**config.mk**
```make
export PLATFORM = sky130hd
export DESIGN_NAME = mdio_mgmt_master
export DESIGN_NICKNAME = d
export VERILOG_FILES = /design/src/rtl/mdio_pkg.sv /design/src/rtl/mdio_clk_div.sv /design/src/rtl/mdio_mgmt_master.sv
export SDC_FILE = /design/constraint.sdc
export NUM_CORES = 1
export LEC_CHECK = 0
export CAP_MARGIN = 20
export CORE_ASPECT_RATIO = 0.75
export CORE_UTILIZATION = 48
export CTS_CLUSTER_DIAMETER = 30
export DETAILED_ROUTE_END_ITERATION = 16
export PLACE_DENSITY = 0.86
export SYNTH_ARGS = -nofsm -noshare
export SYNTH_HDL_FRONTEND = slang
export SYNTH_SLANG_ARGS = --single-unit
export TNS_END_PERCENT = 100
```
**constraint.sdc**
```tcl
create_clock -name clk -period 3.5 [get_ports clk]
set_input_delay 0.875 -clock clk [delete_from_list [all_inputs] [get_ports clk]]
set_output_delay 0.875 -clock clk [all_outputs]
set_load 0.01 [all_outputs]
```
**src/rtl/mdio_pkg.sv**
```systemverilog
// -----------------------------------------------------------------------------
// mdio_pkg
// Shared definitions for the MDIO management master:
//   - start-of-frame (ST) and opcode (OP) codes for Clause 22 / Clause 45
//   - bit positions of the fields inside the 32-bit frame word
//   - frame FSM state type
//   - helpers that classify a frame word (valid / read-like)
// Configuration macro: MDIO_CL45_EN -- when defined, ST=00 (Clause 45) frames
// are accepted in addition to Clause 22 frames.
// -----------------------------------------------------------------------------
package mdio_pkg;

   // Start-of-frame codes
   localparam logic [1:0] ST_C22 = 2'b01;
   localparam logic [1:0] ST_C45 = 2'b00;

   // Clause 22 opcodes
   localparam logic [1:0] OP_C22_WR   = 2'b01;
   localparam logic [1:0] OP_C22_RD   = 2'b10;
   // Clause 45 opcodes
   localparam logic [1:0] OP_C45_ADDR = 2'b00;
   localparam logic [1:0] OP_C45_WR   = 2'b01;
   localparam logic [1:0] OP_C45_RD   = 2'b11;
   localparam logic [1:0] OP_C45_PRIA = 2'b10;

   // Turnaround pattern the master drives on write-like frames
   localparam logic [1:0] TA_WR = 2'b10;

   // Frame word field positions
   localparam int ST_MSB   = 31;
   localparam int ST_LSB   = 30;
   localparam int OP_MSB   = 29;
   localparam int OP_LSB   = 28;
   localparam int HDR_MSB  = 31;   // ST,OP,PHYAD,REGAD: the 14 header bits
   localparam int HDR_LSB  = 18;
   localparam int TA_MSB   = 17;
   localparam int TA_LSB   = 16;
   localparam int DATA_MSB = 15;
   localparam int DATA_LSB = 0;

`ifdef MDIO_CL45_EN
   localparam logic C45_ENABLED = 1'b1;
`else
   localparam logic C45_ENABLED = 1'b0;
`endif

   typedef enum logic [2:0] {IDLE, PRE, HDR, TA, DATA, DONE} mdio_state_t;

   // A frame is accepted for serialisation only with a known ST/OP pairing.
   function automatic logic frame_valid(input logic [1:0] st, input logic [1:0] op);
      logic c22_ok;
      logic c45_ok;
      c22_ok = (st == ST_C22) && ((op == OP_C22_WR) || (op == OP_C22_RD));
      c45_ok = (st == ST_C45) && ((op == OP_C45_ADDR) || (op == OP_C45_WR) ||
                                  (op == OP_C45_RD)   || (op == OP_C45_PRIA));
      return c22_ok || (C45_ENABLED && c45_ok);
   endfunction

   // OP[1]=1 marks every read-like opcode in both clauses (C22 10, C45 11/10).
   function automatic logic op_is_read(input logic [1:0] op);
      return op[1];
   endfunction

endpackage

```
**src/rtl/mdio_clk_div.sv**
```systemverilog
// -----------------------------------------------------------------------------
// mdio_clk_div
// Generates MDC from clk while enabled: CLK_DIV clk low, then CLK_DIV clk high.
// When disabled (or in reset) MDC is held low and the phase counter cleared,
// so every frame starts with a full low half-period.
// Ports:
//   clk          in  clock
//   reset        in  synchronous active-high reset
//   i_en         in  divider enable (frame in progress)
//   o_mdc        out management clock
//   o_mdc_rise   out 1-cycle strobe: MDC goes 0->1 at this edge
//   o_mdc_fall   out 1-cycle strobe: MDC goes 1->0 at this edge
// -----------------------------------------------------------------------------
module mdio_clk_div #(
   parameter int CLK_DIV = 4
) (
   input  logic clk,
   input  logic reset,
   input  logic i_en,
   output logic o_mdc,
   output logic o_mdc_rise,
   output logic o_mdc_fall
);

   localparam int            CW       = $clog2(CLK_DIV + 1);
   localparam logic [CW-1:0] CNT_LAST = CW'(CLK_DIV - 1);

   logic [CW-1:0] r_cnt;
   logic          r_mdc;
   logic          w_wrap;

   assign w_wrap = i_en && (r_cnt == CNT_LAST);

   always_ff @(posedge clk) begin
      if (reset || !i_en) begin
         r_cnt <= '0;
         r_mdc <= 1'b0;
      end else if (w_wrap) begin
         r_cnt <= '0;
         r_mdc <= ~r_mdc;
      end else begin
         r_cnt <= r_cnt + CW'(1);
      end
   end

   assign o_mdc      = r_mdc;
   assign o_mdc_rise = w_wrap & ~r_mdc;
   assign o_mdc_fall = w_wrap &  r_mdc;

endmodule

```
**src/rtl/mdio_mgmt_master.sv**
```systemverilog
// -----------------------------------------------------------------------------
// mdio_mgmt_master
// MDIO (IEEE 802.3 Clause 22) management master. Accepts one 32-bit frame word
// per MDIO_START while idle, sends PRE_LEN preamble ones followed by
// ST,OP,PHYAD,REGAD,TA,DATA on MDIO_OUT, and captures 16 read bits from MDIO_IN.
// Parameters: CLK_DIV (MDC half-period in clk, >=1), PRE_LEN (0..32).
// Configuration macro: MDIO_CL45_EN -- also accept ST=00 (Clause 45) frames.
// Ports:
//   clk, reset   clock, synchronous active-high reset
//   MDIO_START   frame request (taken only while BUSY=0)
//   T_DATA[31:0] frame word {ST,OP,PHYAD,REGAD,TA,DATA}
//   MDIO_IN      serial data from PHY
//   MDC          management clock (low while idle)
//   MDIO_OUT     serial data to PHY, MDIO_OE drive enable
//   RD_DATA      last read data, DATA_RDY pulses when it updates
//   BUSY         frame in progress, FRAME_ERR pulses on a rejected request
// -----------------------------------------------------------------------------
module mdio_mgmt_master
   import mdio_pkg::*;
#(
   parameter int CLK_DIV = 4,
   parameter int PRE_LEN = 32
) (
   input  logic        clk,
   input  logic        reset,
   input  logic        MDIO_START,
   input  logic [31:0] T_DATA,
   input  logic        MDIO_IN,
   output logic        MDC,
   output logic        MDIO_OUT,
   output logic        MDIO_OE,
   output logic [15:0] RD_DATA,
   output logic        DATA_RDY,
   output logic        BUSY,
   output logic        FRAME_ERR
);

   if (CLK_DIV < 1 || PRE_LEN < 0 || PRE_LEN > 32) begin : g_param_err
      $error("mdio_mgmt_master: illegal CLK_DIV/PRE_LEN");
   end

   localparam logic [4:0] PRE_LAST  = (PRE_LEN > 0) ? 5'(PRE_LEN - 1) : 5'd0;
   localparam logic [4:0] HDR_LAST  = 5'd13;
   localparam logic [4:0] TA_LAST   = 5'd1;
   localparam logic [4:0] DATA_LAST = 5'd15;

   logic        w_mdc, w_rise, w_fall;
   mdio_state_t r_state, w_state_nxt;
   logic [4:0]  r_cnt, w_cnt_nxt;
   logic [31:0] r_tx, w_tx_nxt, w_tx_load, w_tx_shift;
   logic [15:0] r_rx;
   logic [15:0] r_rd_data, w_rd_data_nxt;
   logic        r_out, w_out_nxt;
   logic        r_oe, w_oe_nxt;
   logic        r_busy, w_busy_nxt;
   logic        r_is_rd, w_is_rd_nxt;
   logic        r_rdy, w_rdy_nxt;
   logic        r_err, w_err_nxt;
   logic [1:0]  w_st, w_op;
   logic        w_valid;
   logic        w_unused;

   mdio_clk_div #(.CLK_DIV(CLK_DIV)) u_clk_div (
      .clk        (clk),
      .reset      (reset),
      .i_en       (r_busy),
      .o_mdc      (w_mdc),
      .o_mdc_rise (w_rise),
      .o_mdc_fall (w_fall)
   );

   assign w_st    = T_DATA[ST_MSB:ST_LSB];
   assign w_op    = T_DATA[OP_MSB:OP_LSB];
   assign w_valid = frame_valid(w_st, w_op);
   // The requested TA field is never sent: writes drive 1,0 and reads release.
   assign w_unused = ^T_DATA[TA_MSB:TA_LSB];

   // Read frames pad TA/DATA with ones so MDIO_OUT rests high while released.
   assign w_tx_load  = op_is_read(w_op) ?
                       {T_DATA[HDR_MSB:HDR_LSB], 18'h3FFFF} :
                       {T_DATA[HDR_MSB:HDR_LSB], TA_WR, T_DATA[DATA_MSB:DATA_LSB]};
   assign w_tx_shift = {r_tx[30:0], 1'b1};

   // ---- next-state / next-output: bits advance only on MDC falling edges ----
   always_comb begin
      w_state_nxt   = r_state;
      w_cnt_nxt     = r_cnt;
      w_tx_nxt      = r_tx;
      w_out_nxt     = r_out;
      w_oe_nxt      = r_oe;
      w_busy_nxt    = r_busy;
      w_is_rd_nxt   = r_is_rd;
      w_rd_data_nxt = r_rd_data;
      w_rdy_nxt     = 1'b0;
      w_err_nxt     = 1'b0;

      case (r_state)
         IDLE, DONE: begin
            w_state_nxt = IDLE;
            w_busy_nxt  = 1'b0;
            w_oe_nxt    = 1'b0;
            w_out_nxt   = 1'b1;
            if (MDIO_START) begin
               if (w_valid) begin
                  w_tx_nxt    = w_tx_load;
                  w_is_rd_nxt = op_is_read(w_op);
                  w_busy_nxt  = 1'b1;
                  w_oe_nxt    = 1'b1;
                  w_cnt_nxt   = 5'd0;
                  if (PRE_LEN > 0) begin
                     w_state_nxt = PRE;
                     w_out_nxt   = 1'b1;
                  end else begin
                     w_state_nxt = HDR;
                     w_out_nxt   = w_tx_load[31];
                  end
               end else begin
                  w_err_nxt = 1'b1;
               end
            end
         end
         PRE: begin
            if (w_fall) begin
               if (r_cnt == PRE_LAST) begin
                  w_state_nxt = HDR;
                  w_cnt_nxt   = 5'd0;
                  w_out_nxt   = r_tx[31];
               end else begin
                  w_cnt_nxt = r_cnt + 5'd1;
               end
            end
         end
         HDR: begin
            if (w_fall) begin
               w_tx_nxt  = w_tx_shift;
               w_out_nxt = r_tx[30];
               if (r_cnt == HDR_LAST) begin
                  w_state_nxt = TA;
                  w_cnt_nxt   = 5'd0;
                  w_oe_nxt    = ~r_is_rd;   // reads hand the line to the PHY at TA
               end else begin
                  w_cnt_nxt = r_cnt + 5'd1;
               end
            end
         end
         TA: begin
            if (w_fall) begin
               w_tx_nxt  = w_tx_shift;
               w_out_nxt = r_tx[30];
               if (r_cnt == TA_LAST) begin
                  w_state_nxt = DATA;
                  w_cnt_nxt   = 5'd0;
               end else begin
                  w_cnt_nxt = r_cnt + 5'd1;
               end
            end
         end
         DATA: begin
            if (w_fall) begin
               if (r_cnt == DATA_LAST) begin
                  w_state_nxt = DONE;
                  w_busy_nxt  = 1'b0;
                  w_oe_nxt    = 1'b0;
                  w_out_nxt   = 1'b1;
                  if (r_is_rd) begin
                     w_rd_data_nxt = r_rx;
                     w_rdy_nxt     = 1'b1;
                  end
               end else begin
                  w_tx_nxt  = w_tx_shift;
                  w_out_nxt = r_tx[30];
                  w_cnt_nxt = r_cnt + 5'd1;
               end
            end
         end
         default: w_state_nxt = IDLE;
      endcase
   end

   // ---- control / output registers ----
   always_ff @(posedge clk) begin
      if (reset) begin
         r_state   <= IDLE;
         r_cnt     <= 5'd0;
         r_out     <= 1'b1;
         r_oe      <= 1'b0;
         r_busy    <= 1'b0;
         r_is_rd   <= 1'b0;
         r_rd_data <= 16'd0;
         r_rdy     <= 1'b0;
         r_err     <= 1'b0;
      end else begin
         r_state   <= w_state_nxt;
         r_cnt     <= w_cnt_nxt;
         r_out     <= w_out_nxt;
         r_oe      <= w_oe_nxt;
         r_busy    <= w_busy_nxt;
         r_is_rd   <= w_is_rd_nxt;
         r_rd_data <= w_rd_data_nxt;
         r_rdy     <= w_rdy_nxt;
         r_err     <= w_err_nxt;
      end
   end

   // ---- shift registers: TX advances with the FSM, RX samples on MDC rise ----
   always_ff @(posedge clk) begin
      r_tx <= w_tx_nxt;
      if (r_state == DATA && w_rise) begin
         r_rx <= {r_rx[14:0], MDIO_IN};
      end
   end

   assign MDC       = w_mdc;
   assign MDIO_OUT  = r_out;
   assign MDIO_OE   = r_oe;
   assign RD_DATA   = r_rd_data;
   assign DATA_RDY  = r_rdy;
   assign BUSY      = r_busy;
   assign FRAME_ERR = r_err;

endmodule

```
Yosys cells after proc, flatten, opt, wreduce, memory -nomap -nowiden
Index checks and enable logic that the tools add are counted.
{"block": "word_totals", "ff_bits": 82}
{"block": "classes", "bitwise": 9, "n_addsub": 2, "mux": 45, "n_eq_ne": 25, "reduce_logical": 25}
{"op": "$mux 32", "count": 5}
{"op": "$pmux 32 s3", "count": 1}
{"op": "$mux 5", "count": 10}
{"op": "$mux 30", "count": 1}
{"op": "$pmux 5 s5", "count": 1}
{"op": "$mux 3", "count": 8}
{"op": "$reduce_and 8->1", "count": 2}
{"op": "$mux 1", "count": 15}
{"op": "$pmux 3 s5", "count": 1}
{"op": "$ne 2x2->1 const B", "count": 7}
{"op": "$eq 5x4->1 const B", "count": 2}
{"op": "$ne 2x1->1 const B", "count": 5}
{"op": "$reduce_and 5->1", "count": 2}
{"op": "$eq 3x2->1 const B", "count": 3}
{"op": "$not 1->1", "count": 7}
{"op": "$eq 3x3->1 const B", "count": 2}
{"op": "$reduce_and 3->1", "count": 2}
{"op": "$reduce_and 6->1", "count": 1}
{"op": "$reduce_bool 3->1", "count": 2}
{"op": "$reduce_or 2->1", "count": 3}
{"op": "$add 5x1->5 const B", "count": 1}
{"op": "$eq 5x1->1 const B", "count": 1}
{"op": "$eq 5x5->1 const B", "count": 1}
{"op": "$reduce_bool 5->1", "count": 1}
{"op": "other kinds (17)", "count": 22}

Longest topological paths before layout
Gate-level depths: netlist of the first run.
{"block": "logic_depth", "word_depth": 6, "mapped_depth": 9, "ltp_nobuf": 8}

Modules after synthesis
From an unflattened synthesis of the first run, not the netlist that was laid out.
{"block": "hier_totals", "hier_cells": 340, "hier_area_um2": 3527.1}
{"module": "mdio_mgmt_master", "n_inst": 1, "area_each_um2": 3367.0, "seq_area_each_um2": 2042.0, "cells_per_inst": 324}
{"module": "mdio_clk_div", "n_inst": 1, "area_each_um2": 160.2, "seq_area_each_um2": 80.1, "cells_per_inst": 16}

Least setup slack after synthesis of the first run
Ideal clock, no wire load.
{"block": "synth_path", "kind": "reg-to-reg", "startpoint": "reg u_clk_div.r_cnt[0]", "endpoint": "reg r_tx[0], enable pin", "path_stages_with_launch": 5, "required_time_ns": 3.034, "path_slack_ns": -0.095, "arrival_ns": 3.129, "setup_time_ns": 0.466, "path_cell_list": "dfxtp_1 > ha_1 > ha_1 > nand3_2 > o21ai_0"}
{"block": "synth_between", "elab_chain_cells": 5, "elab_cells_between_ends": 6, "classes_between": "eq/ne (3); bitwise (1); reduce/logical (2)"}
{"element": "from (decl)", "line_no": "mdio_clk_div.sv:28", "rtl": "logic [CW-1:0] r_cnt;"}
{"element": "from (signal assigned)", "line_no": "mdio_clk_div.sv:42", "rtl": "r_cnt <= r_cnt + CW'(1);"}
{"element": "$eq 3x2->1 *", "line_no": "mdio_clk_div.sv:32", "rtl": "assign w_wrap = i_en && (r_cnt == CNT_LAST);"}
{"element": "$logic_and 1x1->1 *", "line_no": "mdio_clk_div.sv:32"}
{"element": "$and 1x1->1 *", "line_no": "mdio_clk_div.sv:48", "rtl": "assign o_mdc_fall = w_wrap & r_mdc;"}
{"element": "$ne 2x1->1 (no source line)"}
{"element": "$reduce_and 6->1 (no source line) *"}
{"element": "to (signal assigned)", "line_no": "mdio_mgmt_master.sv:207", "rtl": "r_tx <= w_tx_nxt;"}
{"element": "to (decl)", "line_no": "mdio_mgmt_master.sv:50", "rtl": "logic [31:0] r_tx, w_tx_nxt, w_tx_load, w_tx_shift;"}
Every way passes the cells marked *; elsewhere a longest branch is shown, timed or not.
A chain may end at the register's enable or synchronous reset.

Worst setup path in the final report of the first run
{"block": "layout_path", "startpoint": "in T_DATA[29]", "endpoint": "reg r_tx[18], enable pin"}
{"block": "layout_between", "elab_chain_cells": 5, "elab_cells_between_ends": 6, "classes_between": "eq/ne (3); reduce/logical (3)"}
{"element": "from (decl)", "line_no": "mdio_mgmt_master.sv:27", "rtl": "input logic [31:0] T_DATA,"}
{"element": "$eq 2x1->1 or $eq 2x2->1 (tied branches)"}
{"element": "$logic_or 1x1->1 *", "line_no": "mdio_pkg.sv:53", "rtl": "c22_ok = (st == ST_C22) && ((op == OP_C22_WR) || (op == OP_C22_RD));"}
{"element": "$logic_and 1x1->1 *", "line_no": "mdio_pkg.sv:53"}
{"element": "$ne 2x2->1 (no source line) *"}
{"element": "$reduce_and 6->1 (no source line) *"}
Marked as above.

==> out/qor.csv, run 1 <==
stage,metric,value,unit
worst_setup_path,cp-end-kind,flop,
clock_tree,cts_root_buf,clkbuf_8,
yosys,ys_types,53,
clock_tree,htreeDepth,3,
detailed_routing,drt_wl_total,7190,um
detailed_routing,drc,0,
clock_tree,cts_resized,0,
final_layout,nets,435,
global_route,overflow,0,
clock_tree,clock_latency,350,ps
clock_tree,post-cts-setup-buffers,0,
clock_tree,cts_tree,done,
detailed_routing,drtIter0Drc,181,
floorplan,rows,26,
final_layout,antenna_cells,0,
detailed_routing,drt_pre_antenna_iters,5,
sta,max_freq,0.374,GHz
global_route,met2_usage,0.294,
floorplan,pin_count,58,
worst_setup_path,cp_max_fo,32,
final_layout,postLayoutCellArea,4420,um^2
placement,gp_congestion,0.851,
worst_setup_path,required,3510,ps
yosys,synth.cell_area,3610,um^2
floorplan,die_x,102,um
placement,dpl.hpwl,4770,um
clock_tree,cts_made_buffers,9,
hold_path,worstHoldPathCells,1,
global_route,grt_use_met3,0.0492,
yosys,synth_fp_nets,384,
clock_tree,clk_transition_reported_paths,80,ps
flow_run,max-cap-violations,0,
worst_setup_path,cp-start-kind,primary input,
final_layout,area_growth_syn_to_layout,22.4,%
clock_tree,cts.sinks,82,
global_route,grt_usage,0.199,
clock_tree,cts_hold_buf,0,
sta,hold_viol_final,0,
sta,clock_skew,13.9,ps
clock_tree,cts_buffer_depth,2,
sta,maxSlewViolCount,0,
yosys,ys_seq_area_frac,0.587,
worst_setup_path,crit_arrival,2680,ps
pwr,vdd.ir_drop.worst,0.189,mV
global_route,use_met1,0.282,
worst_setup_path,crit_type,primary input to flop,
worst_setup_path,ff2ff_path_depth,3,
placement,placed_area,4240,um^2
global_route,grt_pass1_wl,11900,um
detailed_routing,vias,2639,
final_layout,fillCellCount,586,
final_layout,utilization,0.629,
final_layout,seq_area,2120,um^2
pwr,p_per_area,395,nW/um^2
detailed_routing,wl_per_cell,14.5,um
detailed_routing,ant_nets,0,
floorplan,dieArea,7880,um^2
sta,fin_crit,2670,ps
yosys,yosys_register_bits,82,
final_layout,drive_gt1_frac,0.0831,
global_route,busiest_layer,met2,
outcome,status,"finished, final reports clean",
floorplan,initial_core_util,0.514,
floorplan,die-height,77.1,um
sta,setup_tns,0,ps
global_route,grt_antenna_before_repair,0,
yosys,synthCells,341,
final_layout,multi_input_area,1360,um^2
hold_path,hp-class,flop to flop,
yosys,yosys_most_used_dff,edfxtp_1,
detailed_routing,viasPerCell,5.33,
sta,rsz0062_at_grt,false,
sta,maxSlewHeadroom,0.306,
pwr,power.leakage,1.50,nW
sta,max_slew.worst_pin.slew,1040,ps
yosys,ys_warn_count,0,
sta,setup_violations,0,
yosys,async_reset_ff_frac,0,
floorplan,core_area,7030,um^2
yosys,syn_area_per_cell,10.6,um^2
placement,port_buffers,55,
yosys,synth_edf_count,48,
global_route,grt_max_degree,49,
global_route,grt_pass1_vias,2413,
sta,period_share,0.763,
metal layers:
| metal | vias up | part of all wire |
|---|---|---|
| met1 | 1219 | 0.47 |
| met5 | - | 0 |
| met4 | 0 | 0.012 |
| li1 | 1324 | - |
| met2 | 89 | 0.46 |
| met3 | 7 | 0.063 |
area by class of cell:
class	count	share of cell area
multi-input combinational	228	0.309
timing repair buffer	61	0.135
clock buffer	12	0.0328
clock inverter	4	0.00764
tap	98	0.0277
sequential	82	0.480
inverter	10	0.00849
registers in the layout, indices dropped and copies added (netlist names), 3 cells and up:
name / flops
r_cnt: 5
RD_DATA: 16
r_tx: 32
u_clk_div.r_cnt: 3
r_rx: 16
r_state: 3
power by group:
part	leakage, nW	internal (mW)	total [mW]	switching [mW]
Clock	0.0876	0.284	0.620	0.336
Combinational	0.711	0.0542	0.0961	0.0419
Sequential	0.701	1.03	1.03	0.00354
Total	1.50	1.36	1.75	0.381
through the flow:
stage	total power, mW	worst slack (ps)	cells	hold WS, ps
detailed placement	1.15	535	479	428
CTS	1.76	859	495	439
global placement	1.14	599	479	410
global route	1.82	714	495	459
finish	1.75	828	495	433
floorplan	1.09	518	341	399
cell families after synthesis:
logic type / share of synthesized area
xor+xnor: 0.00728
flops: 0.587
simple gates: 0.169
fa+ha+maj: 0.0242
mux: 0.0433
buf+inv: 0.0398
compound gates: 0.129
critical path, cell delays in order:
cell,delay (ps)
clkdlybuf4s50_1,570
xor2_1,280
and3_1,250
o221ai_2,190
o21ai_2,110
buf_4,380
Yosys cell counts (2+ instances only):
cell type,number,share of area
a32o_1,2,0.0055
buf_1,2,0.0021
mux2_1,13,0.041
a22o_1,2,0.0049
nand3b_1,2,0.0042
clkbuf_1,8,0.0083
nor2b_1,4,0.0069
o21a_1,2,0.0042
o21ai_1,4,0.0055
nor3_1,9,0.012
o211ai_1,3,0.0062
nand3_2,2,0.0055
nor3b_1,2,0.0042
nand3_1,6,0.0083
buf_2,7,0.0097
a22oi_1,2,0.0042
a31oi_1,2,0.0035
a21oi_1,41,0.057
nand4_1,2,0.0035
nor2_1,45,0.047
xor2_1,2,0.0049
nand2_1,40,0.042
o31ai_1,3,0.0062
o22ai_1,2,0.0035
o21ai_0,6,0.0083
edfxtp_1,48,0.40
nand2b_1,2,0.0035
buf_4,3,0.0062
inv_1,10,0.010
dfxtp_1,34,0.19
ha_1,7,0.024
and3_1,3,0.0052
cells in the final DEF, fill, tap and decap left out, drive strengths merged, types with 4 or more instances in the layout:
cell,netlist,routed
clkdlybuf4s50,0,55
edfxtp,48,48
nor2,45,45
a21oi,41,41
nand2,41,41
dfxtp,34,34
mux2,13,13
inv,10,12
clkbuf,8,12
nor3,10,10
o21ai,10,10
nand3,8,8
ha,7,7
buf,13,6
nor2b,4,4
and3,4,4
path summary, 6_finish.rpt:
kind	startpoint	end	slack (ps)
setup / recovery	T_DATA[29]	r_tx[18]	830
hold / removal	u_clk_div.r_cnt[0]	u_clk_div.r_cnt[0]	430
setup reg to reg	r_state[2]	r_tx[28]	1010
hold reg to reg	u_clk_div.r_cnt[0]	u_clk_div.r_cnt[0]	430
No activity file was read; power rests on OpenSTA's default activity.
==> run 2: changes to the inputs <==
clock period = 2.35 ns   (was 3.5 ns; I/O delays follow)
==> run 2 against run 1 <==
Die area unchanged. Non-clock buffer count up 11. Design area up 2.7%. Setup slack worse by 670 ps. Sequential share of layout area down 1.3 points. Worst hold slack better by 2.8 ps. Final cell count up 2.2%. Global-route usage up 0.76 points. Clock power up 52%. Routed wire length up 6.4%. First-iteration DRC count up 3.3%. Largest cell class unchanged. Largest power group unchanged. Highest routed layer unchanged.
==> out/qor.csv, run 2 (same netlist as run 1, synthesis figures left out) <==
stage,metric,value,unit,change
outcome,status,"finished, final reports clean",,
floorplan,dieArea,7880,um^2,unchanged
global_route,grt_pass1_wl,12400,um,+4.1%
final_layout,fillCellCount,588,,+0.34%
final_layout,antenna_cells,0,,unchanged
floorplan,pin_count,58,,unchanged
detailed_routing,viasPerCell,5.42,,+1.6%
floorplan,die_x,102,um,unchanged
flow_run,max-cap-violations,0,,unchanged
final_layout,postLayoutCellArea,4540,um^2,+2.7%
detailed_routing,drt_pre_antenna_iters,6,,+1
sta,fin_crit,2190,ps,
clock_tree,clock_latency,360,ps,about the same
worst_setup_path,crit_arrival,2250,ps,-430 ps
placement,port_buffers,55,,unchanged
placement,placed_area,4350,um^2,+2.4%
final_layout,layout_commonest_cell,clkdlybuf4s50_1,,
floorplan,core_area,7030,um^2,unchanged
placement,post-place-ws,-173,ps,-708 ps
sta,maxSlewViolCount,0,,unchanged
pwr,power.leakage,1.56,nW,+4.2%
global_route,grt_pass1_vias,2543,,+5.4%
pwr,p_comb_frac,0.057,,+0.002
hold_path,worstHoldPathCells,1,,unchanged
final_layout,area_growth_syn_to_layout,25.7,%,
placement,dpl.hpwl,5320,um,+12%
clock_tree,cts_buffer_depth,2,,unchanged
detailed_routing,drt_wl_total,7650,um,+6.4%
pwr,intPower,2.02,mW,+48%
sta,hold_viol_final,0,,unchanged
worst_setup_path,ff2ff_path_depth,7,,+4
global_route,grt_max_degree,33,,-33%
clock_tree,cts.sinks,82,,unchanged
detailed_routing,drc,0,,unchanged
detailed_routing,ant_nets,0,,unchanged
sta,max_freq,0.456,GHz,
pwr,vdd.ir_drop.worst,0.362,mV,+92%
pwr,p_switching,0.608,mW,+60%
sta,period_share,0.934,,
global_route,overflow,0,,unchanged
pwr,power.share.sequential,0.585,,-0.005
final_layout,layout_common_cells,"clkdlybuf4s50_1, edfxtp_1, nor2_1",,
final_layout,largest_register_ffs,32,,unchanged
detailed_routing,wl_per_cell,15.1,um,+4.1%
pwr,power.total,2.62,mW,+50%
final_layout,nets,446,,+2.5%
clock_tree,cts_hold_buf,0,,unchanged
clock_tree,cts_made_buffers,9,,unchanged
floorplan,rows,26,,unchanged
pwr,pwr-share-clk,0.358,,+0.003
clock_tree,clk_transition_reported_paths,80,ps,about the same
pwr,switching_share,0.232,,+0.0134
detailed_routing,vias,2740,,+3.8%
sta,maxSlewHeadroom,0.616,,+0.310
clock_tree,cts_tree,done,,
sta,rsz0062_at_grt,false,,
final_layout,utilization,0.646,,+0.0169
final_layout,top_register,r_tx,,
worst_setup_path,cp-end-kind,flop,,
sta,fin_ws,156,ps,-672 ps
clock_tree,cts_root_buf,clkbuf_8,,
placement,gp_congestion,0.928,,+9.1%
sta,setup_violations,0,,unchanged
pwr,p_per_area,578,nW/um^2,+46%
detailed_routing,drtIter0Drc,187,,+3.3%
worst_setup_path,crit_type,flop to flop,,
clock_tree,htreeDepth,3,,unchanged
final_layout,drive_gt1_frac,0.115,,+0.0321
sta,clock_skew,13.1,ps,-0.784 ps
worst_setup_path,cp-start-kind,flop,,
global_route,grt_antenna_before_repair,0,,unchanged
global_route,grt_usage,0.207,,+0.00762
floorplan,initial_core_util,0.514,,unchanged
worst_setup_path,cp_max_fo,32,,unchanged
floorplan,die-height,77.1,um,unchanged
worst_setup_path,required,2400,ps,-1110 ps
hold_path,hp-class,flop to flop,,
sta,max_slew.worst_pin.slew,570,ps,-468 ps
run 2: cell types whose count changed in the layout (fill, tap and decap cells not counted), sizes merged:
cell	before	now
buf	6	17
clkbuf	12	9
inv	12	15
run 2: cell type report:
type                       instances  area (um^2)  area share
clock buffer                       9          124      0.0273
sequential                        82         2120       0.467
tap                               98          123      0.0270
clock inverter                     7         56.3      0.0124
multi-input combinational        228         1390       0.305
inverter                          10         37.5     0.00827
timing repair buffer              72          691       0.152
run 2: worst paths after layout:
kind	slack, ps	start	to
worst max-delay path	160	r_cnt[0]	r_tx[9]
worst min-delay path	440	u_clk_div.r_cnt[0]	u_clk_div.r_cnt[0]
worst max register to register	160	r_cnt[0]	r_tx[9]
worst min register to register	440	u_clk_div.r_cnt[0]	u_clk_div.r_cnt[0]
run 2: critical path, stage by stage (launching register included):
cell and delay [ps]:
dfxtp_1 350, ha_1 220, and3_1 220, ha_1 240, o31ai_4 290, o221ai_2 200
o21ai_2 130, buf_12 230
run 2: what timing repair did:
item / CTS / global route
resized for setup: 0 / 2
setup buffers: 0 / 0
setup endpoints to repair: 0 / 34
run 2: metrics by stage:
step                setup TNS (ps)  hold slack (ps)  std cells
floorplan                        0              399        341
global placement             -3210              407        490
detailed placement           -5720              434        490
CTS                              0              448        506
global route                     0              454        506
finish                           0              435        506
run 2: per-layer routing:
metal	vias up	share of wire	GRT usage
li1	1343	-	-
met1	1293	0.47	0.286
met2	90	0.45	0.309
met3	14	0.064	0.0711
met4	0	0.015	0.0529
met5	-	0	0
run 2: power groups by stage:
stage               sequential, mW  combinational, mW  clock (mW)
detailed placement            1.57              0.149           0
finish                        1.54              0.149       0.940
global placement              1.57              0.144           0
floorplan                     1.57             0.0625           0
CTS                           1.54              0.149       0.967
global route                  1.54              0.162        1.02
